[src/rtl/bmb_mem_arbiter_pkg.sv]
// Shared types and sizing helpers for the BMB memory arbiter.
//   arb_state_e     : top-level FSM encoding
//   bytes_per_beat  : byte stride of one data beat
//   beat_cnt_width  : counter width that holds the largest read burst length
package bmb_arb_pkg;

   typedef enum logic [1:0] {
      IDLE  = 2'd0,
      READ  = 2'd1,
      WRITE = 2'd2,
      DRAIN = 2'd3
   } arb_state_e;

   function automatic int bytes_per_beat(input int data_size);
      return data_size / 8;
   endfunction

   // Largest burst is 2^(2^payload_bits - 1) beats, so 2^payload_bits bits
   // hold the full beat count without wrapping.
   function automatic int beat_cnt_width(input int payload_bits);
      return 2 ** payload_bits;
   endfunction

endpackage

[src/rtl/bmb_mem_arbiter_if.sv]
// Bundle of the BMB master ports (per-master unpacked arrays) and the single
// memory request/grant port.
//   slave  : arbiter view (consumes commands, produces responses, drives memory)
//   master : environment view (CPU adapters and memory model)
interface bmb_mem_arbiter_if #(
   parameter int NumReq      = 2,
   parameter int AddrSize    = 32,
   parameter int DataSize    = 64,
   parameter int PayloadBits = 2
) ();
   logic                     req_cmd_valid   [NumReq];
   logic                     req_cmd_ready   [NumReq];
   logic [AddrSize-1:0]      req_cmd_address [NumReq];
   logic [PayloadBits-1:0]   req_cmd_size    [NumReq];
   logic                     req_cmd_wr      [NumReq];
   logic [DataSize-1:0]      req_cmd_data    [NumReq];
   logic [DataSize/8-1:0]    req_cmd_mask    [NumReq];
   logic                     req_cmd_last    [NumReq];
   logic                     rsp_valid       [NumReq];
   logic [DataSize-1:0]      rsp_data        [NumReq];
   logic                     rsp_last        [NumReq];
   logic                     rsp_error       [NumReq];

   logic                     mem_req;
   logic                     mem_gnt;
   logic [AddrSize-1:0]      mem_addr;
   logic [DataSize-1:0]      mem_wdata;
   logic [DataSize/8-1:0]    mem_strb;
   logic                     mem_we;
   logic [DataSize-1:0]      mem_rdata;

   modport slave (
      input  req_cmd_valid, req_cmd_address, req_cmd_size, req_cmd_wr,
             req_cmd_data, req_cmd_mask, req_cmd_last, mem_gnt, mem_rdata,
      output req_cmd_ready, rsp_valid, rsp_data, rsp_last, rsp_error,
             mem_req, mem_addr, mem_wdata, mem_strb, mem_we
   );

   modport master (
      output req_cmd_valid, req_cmd_address, req_cmd_size, req_cmd_wr,
             req_cmd_data, req_cmd_mask, req_cmd_last, mem_gnt, mem_rdata,
      input  req_cmd_ready, rsp_valid, rsp_data, rsp_last, rsp_error,
             mem_req, mem_addr, mem_wdata, mem_strb, mem_we
   );
endinterface

[src/rtl/bmb_rr_arbiter.sv]
// Combinational one-hot requester pick.
//   req_i : request vector, one bit per master
//   ptr_i : highest-priority index for this pick
//   gnt_o : one-hot grant (all zero when nothing requests)
// Macro BMB_ARB_FIXED_PRIO_EN: ignore ptr_i, lowest index always wins.
module bmb_rr_arbiter #(
   parameter int NumReq = 2,
   parameter int PtrW   = 1
) (
   input  logic [NumReq-1:0] req_i,
   input  logic [PtrW-1:0]   ptr_i,
   output logic [NumReq-1:0] gnt_o
);

`ifdef BMB_ARB_FIXED_PRIO_EN
   logic unused_ptr;
   assign unused_ptr = ^ptr_i;

   always_comb begin
      gnt_o = '0;
      for (int i = NumReq - 1; i >= 0; i--) begin
         if (req_i[PtrW'(i)]) begin
            gnt_o        = '0;
            gnt_o[PtrW'(i)] = 1'b1;
         end
      end
   end
`else
   always_comb begin
      int  idx;
      logic found;
      gnt_o = '0;
      found = 1'b0;
      idx   = 0;
      // Walk from ptr_i upward, wrapping, and take the first requester.
      for (int i = 0; i < NumReq; i++) begin
         idx = int'(ptr_i) + i;
         if (idx >= NumReq) idx = idx - NumReq;
         if (!found && req_i[PtrW'(idx)]) begin
            gnt_o[PtrW'(idx)] = 1'b1;
            found             = 1'b1;
         end
      end
   end
`endif

endmodule

[src/rtl/bmb_mem_arbiter.sv]
// Transaction-level arbiter sharing one single-ported memory between NumReq
// BMB masters. Sequences burst beat addresses, honours mem_gnt backpressure
// and routes read data back to the owning master.
//   clk_i, rst_i : clock, synchronous active-high reset
//   bus          : BMB command/response arrays plus memory req/gnt port
// Macro BMB_ARB_FIXED_PRIO_EN: fixed lowest-index priority, no rr_ptr.
//
//   state | meaning
//   IDLE  | pick a winner, latch address/size/direction
//   READ  | issue 2^size read beats, ready pulses on first grant
//   WRITE | pass owner's write beats through until last is granted
//   DRAIN | emit final response, advance round-robin pointer
module bmb_mem_arbiter
   import bmb_arb_pkg::*;
#(
   parameter int NumReq      = 2,
   parameter int AddrSize    = 32,
   parameter int DataSize    = 64,
   parameter int PayloadBits = 2
) (
   input logic               clk_i,
   input logic               rst_i,
   bmb_mem_arbiter_if.slave  bus
);
   localparam int BytesPerBeat = bytes_per_beat(DataSize);
   localparam int MaskSize     = DataSize / 8;
   localparam int CntW         = beat_cnt_width(PayloadBits);
   localparam int OwnW         = (NumReq > 1) ? $clog2(NumReq) : 1;

   localparam logic [1:0] StIdle  = IDLE;
   localparam logic [1:0] StRead  = READ;
   localparam logic [1:0] StWrite = WRITE;
   localparam logic [1:0] StDrain = DRAIN;

   logic [1:0]             state_q;
   logic [OwnW-1:0]        owner_q, rr_ptr, gnt_idx;
   logic [AddrSize-1:0]    base_q;
   logic [PayloadBits-1:0] size_q;
   logic                   wr_q;
   logic [CntW-1:0]        beat_q;
   logic                   rsp_pend_q, rsp_last_q;

   logic [NumReq-1:0]      req_vec, gnt_oh;
   logic                   own_valid, own_last, read_last, fire, burst_end;
   logic                   mem_req_d, mem_we_d;
   logic [DataSize-1:0]    wdata_d;
   logic [MaskSize-1:0]    strb_d;
   logic                   ready_d     [NumReq];
   logic                   rsp_valid_d [NumReq];
   logic                   rsp_last_d  [NumReq];
   logic [DataSize-1:0]    rsp_data_d  [NumReq];
   logic                   rsp_err_d   [NumReq];

   always_comb begin
      req_vec = '0;
      gnt_idx = '0;
      for (int i = 0; i < NumReq; i++) begin
         req_vec[i] = bus.req_cmd_valid[i];
         if (gnt_oh[i]) gnt_idx = OwnW'(i);
      end
   end

   bmb_rr_arbiter #(.NumReq(NumReq), .PtrW(OwnW)) u_rr_arbiter (
      .req_i (req_vec),
      .ptr_i (rr_ptr),
      .gnt_o (gnt_oh)
   );

   assign own_valid = bus.req_cmd_valid[owner_q];
   assign own_last  = bus.req_cmd_last[owner_q];
   assign read_last = (beat_q == ((CntW'(1) << size_q) - CntW'(1)));

   always_comb begin
      mem_req_d = 1'b0;
      mem_we_d  = 1'b0;
      wdata_d   = '0;
      strb_d    = '0;
      for (int i = 0; i < NumReq; i++) ready_d[i] = 1'b0;
      case (state_q)
         StRead: begin
            mem_req_d = 1'b1;
            // Read command is consumed with its first granted beat.
            ready_d[owner_q] = bus.mem_gnt && (beat_q == '0);
         end
         StWrite: begin
            mem_req_d        = own_valid;
            mem_we_d         = own_valid;
            ready_d[owner_q] = bus.mem_gnt;
            if (own_valid) begin
               wdata_d = bus.req_cmd_data[owner_q];
               strb_d  = bus.req_cmd_mask[owner_q];
            end
         end
         default: ;
      endcase
   end

   assign fire      = mem_req_d && bus.mem_gnt;
   assign burst_end = fire && (wr_q ? own_last : read_last);

   always_comb begin
      for (int i = 0; i < NumReq; i++) begin
         rsp_valid_d[i] = rsp_pend_q && (owner_q == OwnW'(i));
         rsp_last_d[i]  = rsp_valid_d[i] && rsp_last_q;
         rsp_data_d[i]  = (rsp_valid_d[i] && !wr_q) ? bus.mem_rdata : '0;
         rsp_err_d[i]   = 1'b0;
      end
   end

   assign bus.req_cmd_ready = ready_d;
   assign bus.rsp_valid     = rsp_valid_d;
   assign bus.rsp_last      = rsp_last_d;
   assign bus.rsp_data      = rsp_data_d;
   assign bus.rsp_error     = rsp_err_d;
   assign bus.mem_req       = mem_req_d;
   assign bus.mem_we        = mem_we_d;
   assign bus.mem_wdata     = wdata_d;
   assign bus.mem_strb      = strb_d;
   assign bus.mem_addr      = base_q + AddrSize'(beat_q) * AddrSize'(BytesPerBeat);

   always_ff @(posedge clk_i) begin
      if (rst_i) begin
         state_q    <= StIdle;
         owner_q    <= '0;
         base_q     <= '0;
         size_q     <= '0;
         wr_q       <= 1'b0;
         beat_q     <= '0;
         rsp_pend_q <= 1'b0;
         rsp_last_q <= 1'b0;
      end else begin
         // Reads respond on every beat, writes only once after the last beat.
         rsp_pend_q <= fire && (!wr_q || burst_end);
         rsp_last_q <= burst_end;
         case (state_q)
            StIdle: begin
               if (|req_vec) begin
                  owner_q <= gnt_idx;
                  base_q  <= bus.req_cmd_address[gnt_idx];
                  size_q  <= bus.req_cmd_size[gnt_idx];
                  wr_q    <= bus.req_cmd_wr[gnt_idx];
                  beat_q  <= '0;
                  state_q <= bus.req_cmd_wr[gnt_idx] ? StWrite : StRead;
               end
            end
            StRead, StWrite: begin
               if (fire) beat_q <= beat_q + CntW'(1);
               if (burst_end) state_q <= StDrain;
            end
            default: state_q <= StIdle;
         endcase
      end
   end

`ifdef BMB_ARB_FIXED_PRIO_EN
   assign rr_ptr = '0;
`else
   // The master that just finished drops to lowest priority.
   always_ff @(posedge clk_i) begin
      if (rst_i) begin
         rr_ptr <= '0;
      end else if (state_q == StDrain) begin
         rr_ptr <= (owner_q == OwnW'(NumReq - 1)) ? '0 : owner_q + OwnW'(1);
      end
   end
`endif

endmodule

[src/flat_wrapper.sv]
// flat-port wrapper written by rule: the top's interface ports become plain ports
module bmb_mem_arbiter_flat import bmb_arb_pkg::*;
#(
   parameter int NumReq      = 2,
   parameter int AddrSize    = 32,
   parameter int DataSize    = 64,
   parameter int PayloadBits = 2
)
  (clk_i, rst_i, bus_req_cmd_valid, bus_req_cmd_address, bus_req_cmd_size, bus_req_cmd_wr, bus_req_cmd_data, bus_req_cmd_mask, bus_req_cmd_last, bus_mem_gnt, bus_mem_rdata, bus_req_cmd_ready, bus_rsp_valid, bus_rsp_data, bus_rsp_last, bus_rsp_error, bus_mem_req, bus_mem_addr, bus_mem_wdata, bus_mem_strb, bus_mem_we);
  bmb_mem_arbiter_if #(.NumReq(NumReq), .AddrSize(AddrSize), .DataSize(DataSize), .PayloadBits(PayloadBits)) bus_i ();
  input logic clk_i;
  input logic rst_i;
  input wire logic [$bits(bus_i.req_cmd_valid)-1:0] bus_req_cmd_valid;
  input wire logic [$bits(bus_i.req_cmd_address)-1:0] bus_req_cmd_address;
  input wire logic [$bits(bus_i.req_cmd_size)-1:0] bus_req_cmd_size;
  input wire logic [$bits(bus_i.req_cmd_wr)-1:0] bus_req_cmd_wr;
  input wire logic [$bits(bus_i.req_cmd_data)-1:0] bus_req_cmd_data;
  input wire logic [$bits(bus_i.req_cmd_mask)-1:0] bus_req_cmd_mask;
  input wire logic [$bits(bus_i.req_cmd_last)-1:0] bus_req_cmd_last;
  input wire logic [$bits(bus_i.mem_gnt)-1:0] bus_mem_gnt;
  input wire logic [$bits(bus_i.mem_rdata)-1:0] bus_mem_rdata;
  output wire logic [$bits(bus_i.req_cmd_ready)-1:0] bus_req_cmd_ready;
  output wire logic [$bits(bus_i.rsp_valid)-1:0] bus_rsp_valid;
  output wire logic [$bits(bus_i.rsp_data)-1:0] bus_rsp_data;
  output wire logic [$bits(bus_i.rsp_last)-1:0] bus_rsp_last;
  output wire logic [$bits(bus_i.rsp_error)-1:0] bus_rsp_error;
  output wire logic [$bits(bus_i.mem_req)-1:0] bus_mem_req;
  output wire logic [$bits(bus_i.mem_addr)-1:0] bus_mem_addr;
  output wire logic [$bits(bus_i.mem_wdata)-1:0] bus_mem_wdata;
  output wire logic [$bits(bus_i.mem_strb)-1:0] bus_mem_strb;
  output wire logic [$bits(bus_i.mem_we)-1:0] bus_mem_we;
  assign bus_i.req_cmd_valid = {>>{bus_req_cmd_valid}};
  assign bus_i.req_cmd_address = {>>{bus_req_cmd_address}};
  assign bus_i.req_cmd_size = {>>{bus_req_cmd_size}};
  assign bus_i.req_cmd_wr = {>>{bus_req_cmd_wr}};
  assign bus_i.req_cmd_data = {>>{bus_req_cmd_data}};
  assign bus_i.req_cmd_mask = {>>{bus_req_cmd_mask}};
  assign bus_i.req_cmd_last = {>>{bus_req_cmd_last}};
  assign bus_i.mem_gnt = bus_mem_gnt;
  assign bus_i.mem_rdata = bus_mem_rdata;
  assign bus_req_cmd_ready = {>>{bus_i.req_cmd_ready}};
  assign bus_rsp_valid = {>>{bus_i.rsp_valid}};
  assign bus_rsp_data = {>>{bus_i.rsp_data}};
  assign bus_rsp_last = {>>{bus_i.rsp_last}};
  assign bus_rsp_error = {>>{bus_i.rsp_error}};
  assign bus_mem_req = bus_i.mem_req;
  assign bus_mem_addr = bus_i.mem_addr;
  assign bus_mem_wdata = bus_i.mem_wdata;
  assign bus_mem_strb = bus_i.mem_strb;
  assign bus_mem_we = bus_i.mem_we;
  bmb_mem_arbiter #(.NumReq(NumReq), .AddrSize(AddrSize), .DataSize(DataSize), .PayloadBits(PayloadBits)) u_core (.clk_i(clk_i), .rst_i(rst_i), .bus(bus_i));
endmodule
[config.mk]
export PLATFORM = sky130hd
export DESIGN_NAME = bmb_mem_arbiter_flat
export DESIGN_NICKNAME = d
export VERILOG_FILES = /design/src/rtl/bmb_mem_arbiter_pkg.sv /design/src/rtl/bmb_mem_arbiter_if.sv /design/src/rtl/bmb_rr_arbiter.sv /design/src/rtl/bmb_mem_arbiter.sv /design/src/flat_wrapper.sv
export SDC_FILE = /design/constraint.sdc
export NUM_CORES = 1
export LEC_CHECK = 0
export BUFFER_PORTS_ARGS = -buffer_cell sky130_fd_sc_hd__buf_2
export CORE_AREA = 2 2 207 209
export CTS_CLUSTER_SIZE = 25
export DETAILED_ROUTE_END_ITERATION = 16
export DIE_AREA = 0 0 209 211
export PLACE_DENSITY = 0.35
export SLEW_MARGIN = 20
export SYNTH_ARGS = -nofsm -noshare
export SYNTH_HDL_FRONTEND = slang
export SYNTH_SLANG_ARGS = --single-unit
[constraint.sdc]
create_clock -name clk_i -period 6.6 [get_ports clk_i]
set_input_delay 1.32 -clock clk_i [delete_from_list [all_inputs] [get_ports clk_i]]
set_output_delay 1.32 -clock clk_i [all_outputs]
set_load 0.05 [all_outputs]
# Yosys cells after proc, flatten, opt, wreduce, memory -nomap -nowiden
# Cells that the tools add are included.
op_classes:
  eq_ne: 7
  n_bitwise: 6
  n_reduce_logical: 25
  mux: 55
  shifts: 1
  magnitude_cmp: 9
  addsub: 7
op_table:
  columns: ["operator", "n"]
  rows:
  - ["$mux W64", 7]
  - ["$mux W32", 3]
  - ["$mux W8", 5]
  - ["$add A32 B7 Y32", 1]
  - ["$mux W1", 23]
  - ["$mux W2", 8]
  - ["$logic_and A1 B1 Y1", 14]
  - ["$mux W4", 2]
  - ["$pmux W2 S2", 2]
  - ["$pmux W4 S2", 1]
  - ["$ge A2 B2 Y1 const B", 3]
  - ["$lt A1 B3 Y1 const B", 2]
  - ["$ne A2 B1 Y1 const B", 3]
  - ["$add A4 B1 Y4 const B", 1]
  - ["$and A2 B2 Y2", 2]
  - ["$eq A2 B2 Y1 const B", 2]
  - ["$eq A4 B4 Y1", 1]
  - ["$logic_not A4 Y1", 1]
  - ["$not A1 Y2", 2]
  - ["$reduce_and A2 Y1", 2]
  - ["$reduce_or A2 Y1", 2]
  - ["$shl A1 B2 Y4 const A", 1]
  - ["$sub A4 B1 Y4 const B", 1]
  - ["$demux W1 S1", 3]
  - ["15 further kinds", 18]
word_totals:
  word_cells: 119
  in_bits: 285
  out_inout_bits: 242
  reg_bits: 45

# Depth between registers and ports, before layout
# Gate-level depths: netlist of run 1.
logic_depth:
  word_depth: 17
  ltp_mapped: 8
  ltp_nobuf: 7

# Modules after synthesis
# From an unflattened synthesis of run 1, not the netlist that was laid out.
hier_totals:
  cells_unflattened: 659
  hier_area_um2: 4909.7
by_module_without_submodules:
  columns: ["module", "n_inst", "cells_each", "seq_area_each_um2", "area_each_um2"]
  rows:
  - ["bmb_mem_arbiter", 1, 656, 900.9, 4884.7]
  - ["bmb_rr_arbiter", 1, 3, 0.0, 25.0]

# Worst setup path after synthesis of run 1
# Ideal clock, no wire load.
synth_timing:
  path_kind: "reg2out"
  from: "register u_core.beat_q[0]"
  to: "output bus_mem_addr[25]"
  path_stages_with_launch: 8
  slack_ps: 2780
  required_ps: 5280
  t_arrival_ps: 2500
  path_buffers: 0
  path_cell_list: "dfxtp_1 ha_1 fa_1 a21o_2 a21oi_1 nor2_1 and3_1 xor2_1"
synth_via:
  elab_chain_cells: 1
synth_lines:
  columns: ["element", "line", "source"]
  rows:
  - ["start: declaration", "bmb_mem_arbiter.sv:40", "logic [CntW-1:0] beat_q;"]
  - ["start signal: assignment", "bmb_mem_arbiter.sv:147", "if (fire) beat_q <= beat_q + CntW'(1);"]
  - ["$add A32 B7 Y32", "bmb_mem_arbiter.sv:119", "assign bus.mem_addr = base_q + AddrSize'(beat_q) * AddrSize'(BytesPerBeat);"]
  - ["end: declaration", "flat_wrapper.sv:28", "output wire logic [$bits(bus_i.mem_addr)-1:0] bus_mem_addr;"]
# No other way between the ends.

# Final worst setup path of run 1
# Same ends and word-level chain as after synthesis.

==> impl_metrics.toml, run 1 <==
[detailed_routing]
wire_per_inst_um = 13.96
drtIter0Drc = 227
via_per_inst = 3.317
ant_nets = 0
firstDrtPassIters = 4
wl_mm = 19.59
drcViolationCount = 0
routed-via-count = 4654

[cts]
cts_made_buffers = 5
clockBufferDepth = 2
post-cts-setup-buffer-count = 0
cts_tree = "built"
clock-sinks = 43
root_buffer = "clkbuf_16"
ctsHtreeMaxLevel = 2
postCtsResizedCells = 0
clkTransAtPathRegs_ns = 0.07
ctsHoldBuffers = 0
clock_latency_ns = 0.29

[final_layout]
fin_nets = 1156
final_util_pct = 14.53
layout-drive-gt1-share_pct = 43.55
synthToLayoutAreaGrowth_pct = 57.92

[pwr]
power.density_nw_per_um2 = 300.3
peakVddDrop_mv = 0.1362
power.leakage_nw = 3.492

[synthesis]
yosysSeqAreaShare_pct = 22.41
netlist.top_cell.by_area = "dfxtp_1"
synth_cell_type_count = 43
syn_inst = 542
synth_seq_cells = 43
synth_area_per_cell_sq_um = 7.087
async_flop_share_pct = 0
yosysMostFrequentCell = "nand2_1"
netlist_area_sq_um = 3841
ys.flop_type = "dfxtp_1"
synthTopCellsByArea = "dfxtp_1, buf_4, and3_1"
yosysWarnings = 0
yosysTopAreaCellShare_pct = 22.41
yosys-top-cells-count = "nand2_1, and3_1, buf_4"
synth_edf_count = 0

[critical_path]
critPathArrivalTime_ns = 3.13
crit_path_end_kind = "output pin"
crit_buf_inv = 1
cp_cell_sequence = "ha_1 > fa_1 > a21o_2 > a21oi_1 > nor2_1 > and3_1 > xor2_1 > buf_2"
required_ns = 5.28
critPathTopFamily = "compound AO/OA/AOI/OAI gates"
path_class = "register to output pin"
crit_path_max_fanout = 10
critPathSlowestCell = "a21oi_1"
cpPeakStageDelay_ns = 0.58
start_kind = "register"

[die]
die_x_um = 209
initial_core_util_pct = 9.199
die_y_um = 211
rows = 75
core_area_sq_um = 41760
ios = 527
die_area_sq_um = 44100

[global_route]
grt-ovfl-total = 0
antenna_found_initial = 16
grt_util_all_layers_pct = 8.225
grt_pass1_vias = 4192
grt_pass1_wl_mm = 27.26
grt_start_max_net_pins = 77

[status]
status = "complete, no violations"

[placement]
gp_congestion = 0.7239
dpl.hpwl_mm = 16.09
port_buffers = 349
post-place-ws_ns = 2.387

[run]
maxCapViolCount = 0

[sta]
rsz0062_at_grt = "false"
hold_viol = 0
fin_skew_ns = 0.004623
setup_viol = 0
fmax_mhz = 224.8
maxSlewHeadroom_pct = 30.94
period_minus_slack_ns = 4.448
finalCritPeriodShare_pct = 67.39
fin_ws_ns = 2.152
whs_ns = 0.4605
fin_setup_tns_ns = 0
tightest_slew_ns = 1.036
final_max_slew_viol_count = 0

[worst_hold_path]
hold_path.class = "register to register"
final cells by class:
type / instances / area (sq um)
antenna: 3 / 7.507
clock buffer: 5 / 125.1
clock inverter: 3 / 43.79
fill: 4851 / 35690
inverter: 7 / 26.28
multi-input combinational: 450 / 2539
sequential: 43 / 860.8
tap: 539 / 674.4
timing repair buffer: 353 / 1789
final timing paths:
kind                  endpoint              start  slack (ns)  cells after the start
max           bus_mem_addr[25]   u_core.beat_q[0]        2.15                      8
min           u_core.base_q[1]   u_core.base_q[1]        0.46                      2
max reg2reg  u_core.state_q[1]  u_core.state_q[0]        3.82                      7
min reg2reg   u_core.base_q[1]   u_core.base_q[1]        0.46                      2
layout by cell type (no fill, tap or decap), drive strengths merged, types with 2 or more instances in the layout:
cell     synthesis  routed
clkinv           0       2
nand4            5       5
nor2            13      13
nand2           84      84
conb             1      69
clkbuf          36       5
nand2b           2       2
o21ai            5       5
a21o             3       3
xnor2           18      18
a2111oi          2       2
dfxtp           43      43
and2            67      67
a21oi           44      44
ha              10      10
nand3           12      12
and4             2       2
nor3             8       8
inv              7       7
diode            0       3
or2              2       2
nor2b            8       8
a211oi           2       2
xor2             8       8
and3            73      73
buf             74     353
worst reg2reg max path: stages, from the launching register on:
cell	delay, ns
dfxtp_1	0.35
inv_1	0.09
ha_2	0.86
a21oi_1	0.22
nor2_1	0.31
o211ai_1	0.15
a31oi_1	0.33
mux2_2	0.37
per-stage QoR:
stage / total power, mW / instances / instance area [sq um]
6_report: 1.822 / 1403 / 6066
5_1_grt: 1.944 / 1402 / 6063
4_1_cts: 1.856 / 1399 / 6038
3_5_place_dp: 1.549 / 1391 / 5869
3_3_place_gp: 1.548 / 1391 / 5869
2_1_floorplan: 1.275 / 610 / 4096
cell families (layout without fill, tap and decap cells):
logic type	Yosys count	count (layout)	synth area share, %
and+or+nand+nor	280	280	39.51
xor gates and xnor gates	26	26	5.928
buffers and inverters	117	368	18.57
DFF	43	43	22.41
AOI/OAI and AO/OA	62	62	9.153
muxes	2	2	0.5537
other	1	72	0.09763
adders and majority gates	11	11	3.779
sequential cells by signal, summed over array words and instances, names as in the netlist:
signal	flops
u_core.size_q	2
u_core.state_q	2
u_core.wr_q	1
u_core.beat_q	4
u_core.base_q	32
u_core.rsp_pend_q	1
u_core.rsp_last_q	1
power breakdown:
part	switching, mW	internal [mW]	total (mW)
Sequential	0.0539	0.313	0.367
Combinational	0.881	0.278	1.16
Clock	0.116	0.179	0.295
Total	1.05	0.770	1.82
per-layer routing:
layer | vias to the layer above | global-route usage (%) | share of wire [%]
met5 | - | 0 | 0.67
li1 | 2289 | - | -
met2 | 218 | 14.46 | 48
met4 | 20 | 0.8128 | 0.60
met3 | 29 | 3.315 | 9.0
met1 | 2098 | 9.698 | 42
Note: power is estimated with default switching activity, not from simulation.
==> run 2, diff against run 1 <==
clock period = 4.5 ns   (was 6.6 ns; I/O delays follow)
==> impl_metrics.toml, run 2 (synthesized netlist as in run 1, its figures left out) <==
[status]
status = "complete, no violations"

[sta]
maxSlewHeadroom_pct = 33.60
period_minus_slack_ns = 3.976
fin_setup_tns_ns = 0
final_max_slew_viol_count = 0
rsz0062_at_grt = "false"
whs_ns = 0.4543
finalCritPeriodShare_pct = 88.36
tightest_slew_ns = 0.9959
setup_viol = 0
fin_skew_ns = 0.005973
hold_viol = 0
fmax_mhz = 251.5

[detailed_routing]
drcViolationCount = 0
routed-via-count = 4641
via_per_inst = 3.310
drtIter0Drc = 206
ant_nets = 0
firstDrtPassIters = 4
wire_per_inst_um = 14.04
wl_mm = 19.68

[global_route]
busiest_layer = "met2"
grt_pass1_wl_mm = 27.40
grt-ovfl-total = 0
grt_util_met2_pct = 14.21
grt_pass1_vias = 4192
grt_util_all_layers_pct = 8.276
met1_usage_pct = 10.21
grt_util_met3_pct = 3.048
grt_start_max_net_pins = 76
antenna_found_initial = 12

[pwr]
p_sw_mw = 1.553
peakVddDrop_mv = 0.2351
internal_power_mw = 1.092
sequentialPowerShare_pct = 20.5
power_frac_comb_pct = 65.1
clkPwrFrac_pct = 14.4
power.leakage_nw = 3.482
swShare_pct = 58.73
power.density_nw_per_um2 = 436.9

[die]
die_y_um = 211
initial_core_util_pct = 9.199
rows = 75
die_area_sq_um = 44100
die_x_um = 209
core_area_sq_um = 41760
ios = 527

[critical_path]
crit_path_max_fanout = 10
r2r-end = "u_core.state_q[1]"
path_class = "register to output pin"
start_kind = "register"
r2r_start = "u_core.state_q[0]"
crit_path_end_kind = "output pin"
critPathArrivalTime_ns = 3.08
reg2reg_slack_ns = 2.01
ff2ff_path_depth = 7
required_ns = 3.60

[cts]
clockBufferDepth = 2
clkTransAtPathRegs_ns = 0.07
root_buffer = "clkbuf_16"
ctsHoldBuffers = 0
cts_made_buffers = 5
post-cts-setup-buffer-count = 0
cts_tree = "built"
clock_latency_ns = 0.30
clock-sinks = 43
postCtsResizedCells = 0
ctsHtreeMaxLevel = 2

[run]
maxCapViolCount = 0

[final_layout]
stdcell_count = 1402
fin_nets = 1157
layout-drive-gt1-share_pct = 43.62
final_cell_mix = "buf_2, nand2_1, and3_1"
reg_top3 = "u_core.base_q: 32 flops, u_core.beat_q: 4 flops"
final_common_cell = "buf_2"
synthToLayoutAreaGrowth_pct = 57.62
largest_reg_flops = 32
top_register = "u_core.base_q"

[placement]
gp_congestion = 0.7124
place_inst = 1393
port_buffers = 349
dpl.hpwl_mm = 16.22

[worst_hold_path]
hp-start = "u_core.base_q[1]"
holdPathStages = 2
hold_path.class = "register to register"
worstHoldEndpoint = "u_core.base_q[1]"
run 2: critical path: stages, from the launching register on:
cell and delay [ns]:
dfxtp_1 0.41, ha_1 0.29, fa_1 0.42, a21o_2 0.24
a21oi_1 0.55, nor2_1 0.20, and3_1 0.25, xor2_1 0.14
buf_2 0.29
run 2: per-layer routing:
metal  part of all wire [%]  up-vias  wire [um]
met4                   0.53       20        105
met2                     48      218       9419
li1                       -     2282          -
met1                     42     2093       8296
met5                   0.63        -        124
met3                    8.8       28       1737
run 2: layout make-up:
| class | instances | area (sq um) |
|---|---|---|
| antenna | 1 | 2.502 |
| clock buffer | 5 | 125.1 |
| clock inverter | 3 | 20.02 |
| fill | 4873 | 35700 |
| inverter | 7 | 26.28 |
| multi-input combinational | 450 | 2549 |
| sequential | 43 | 860.8 |
| tap | 539 | 674.4 |
| timing repair buffer | 354 | 1797 |
run 2: how the worst max path moves through the flow:
stage	from	to	slack, ns	cells past startpoint
final	u_core.beat_q[0]	bus_mem_addr[25]	0.52	8
after global placement	u_core.beat_q[0]	bus_mem_addr[25]	0.71	8
after floorplan	u_core.beat_q[0]	bus_mem_addr[25]	1.10	7
after CTS	u_core.beat_q[0]	bus_mem_addr[25]	0.40	8
after global routing	u_core.beat_q[0]	bus_mem_addr[25]	0.29	8
after detailed placement	u_core.beat_q[0]	bus_mem_addr[25]	0.74	8
run 2: power by group through the flow:
stage	combinational, mW	sequential (mW)	clock, mW
CTS	1.75	0.540	0.402
floorplan	1.34	0.525	0
finish	1.72	0.542	0.382
detailed placement	1.74	0.549	0
global placement	1.75	0.547	0
global route	1.86	0.555	0.412
run 2: metrics by stage:
step                worst slack (ns)  total power, mW  utilization [%]  cell area [sq um]
finish                        0.5237            2.645            14.50               6055
detailed placement            0.7390            2.294            14.12               5897
CTS                           0.3979            2.692            14.47               6042
global route                  0.2925            2.827            14.49               6052
floorplan                      1.100            1.870                -               4096
global placement              0.7099            2.293            14.12               5897
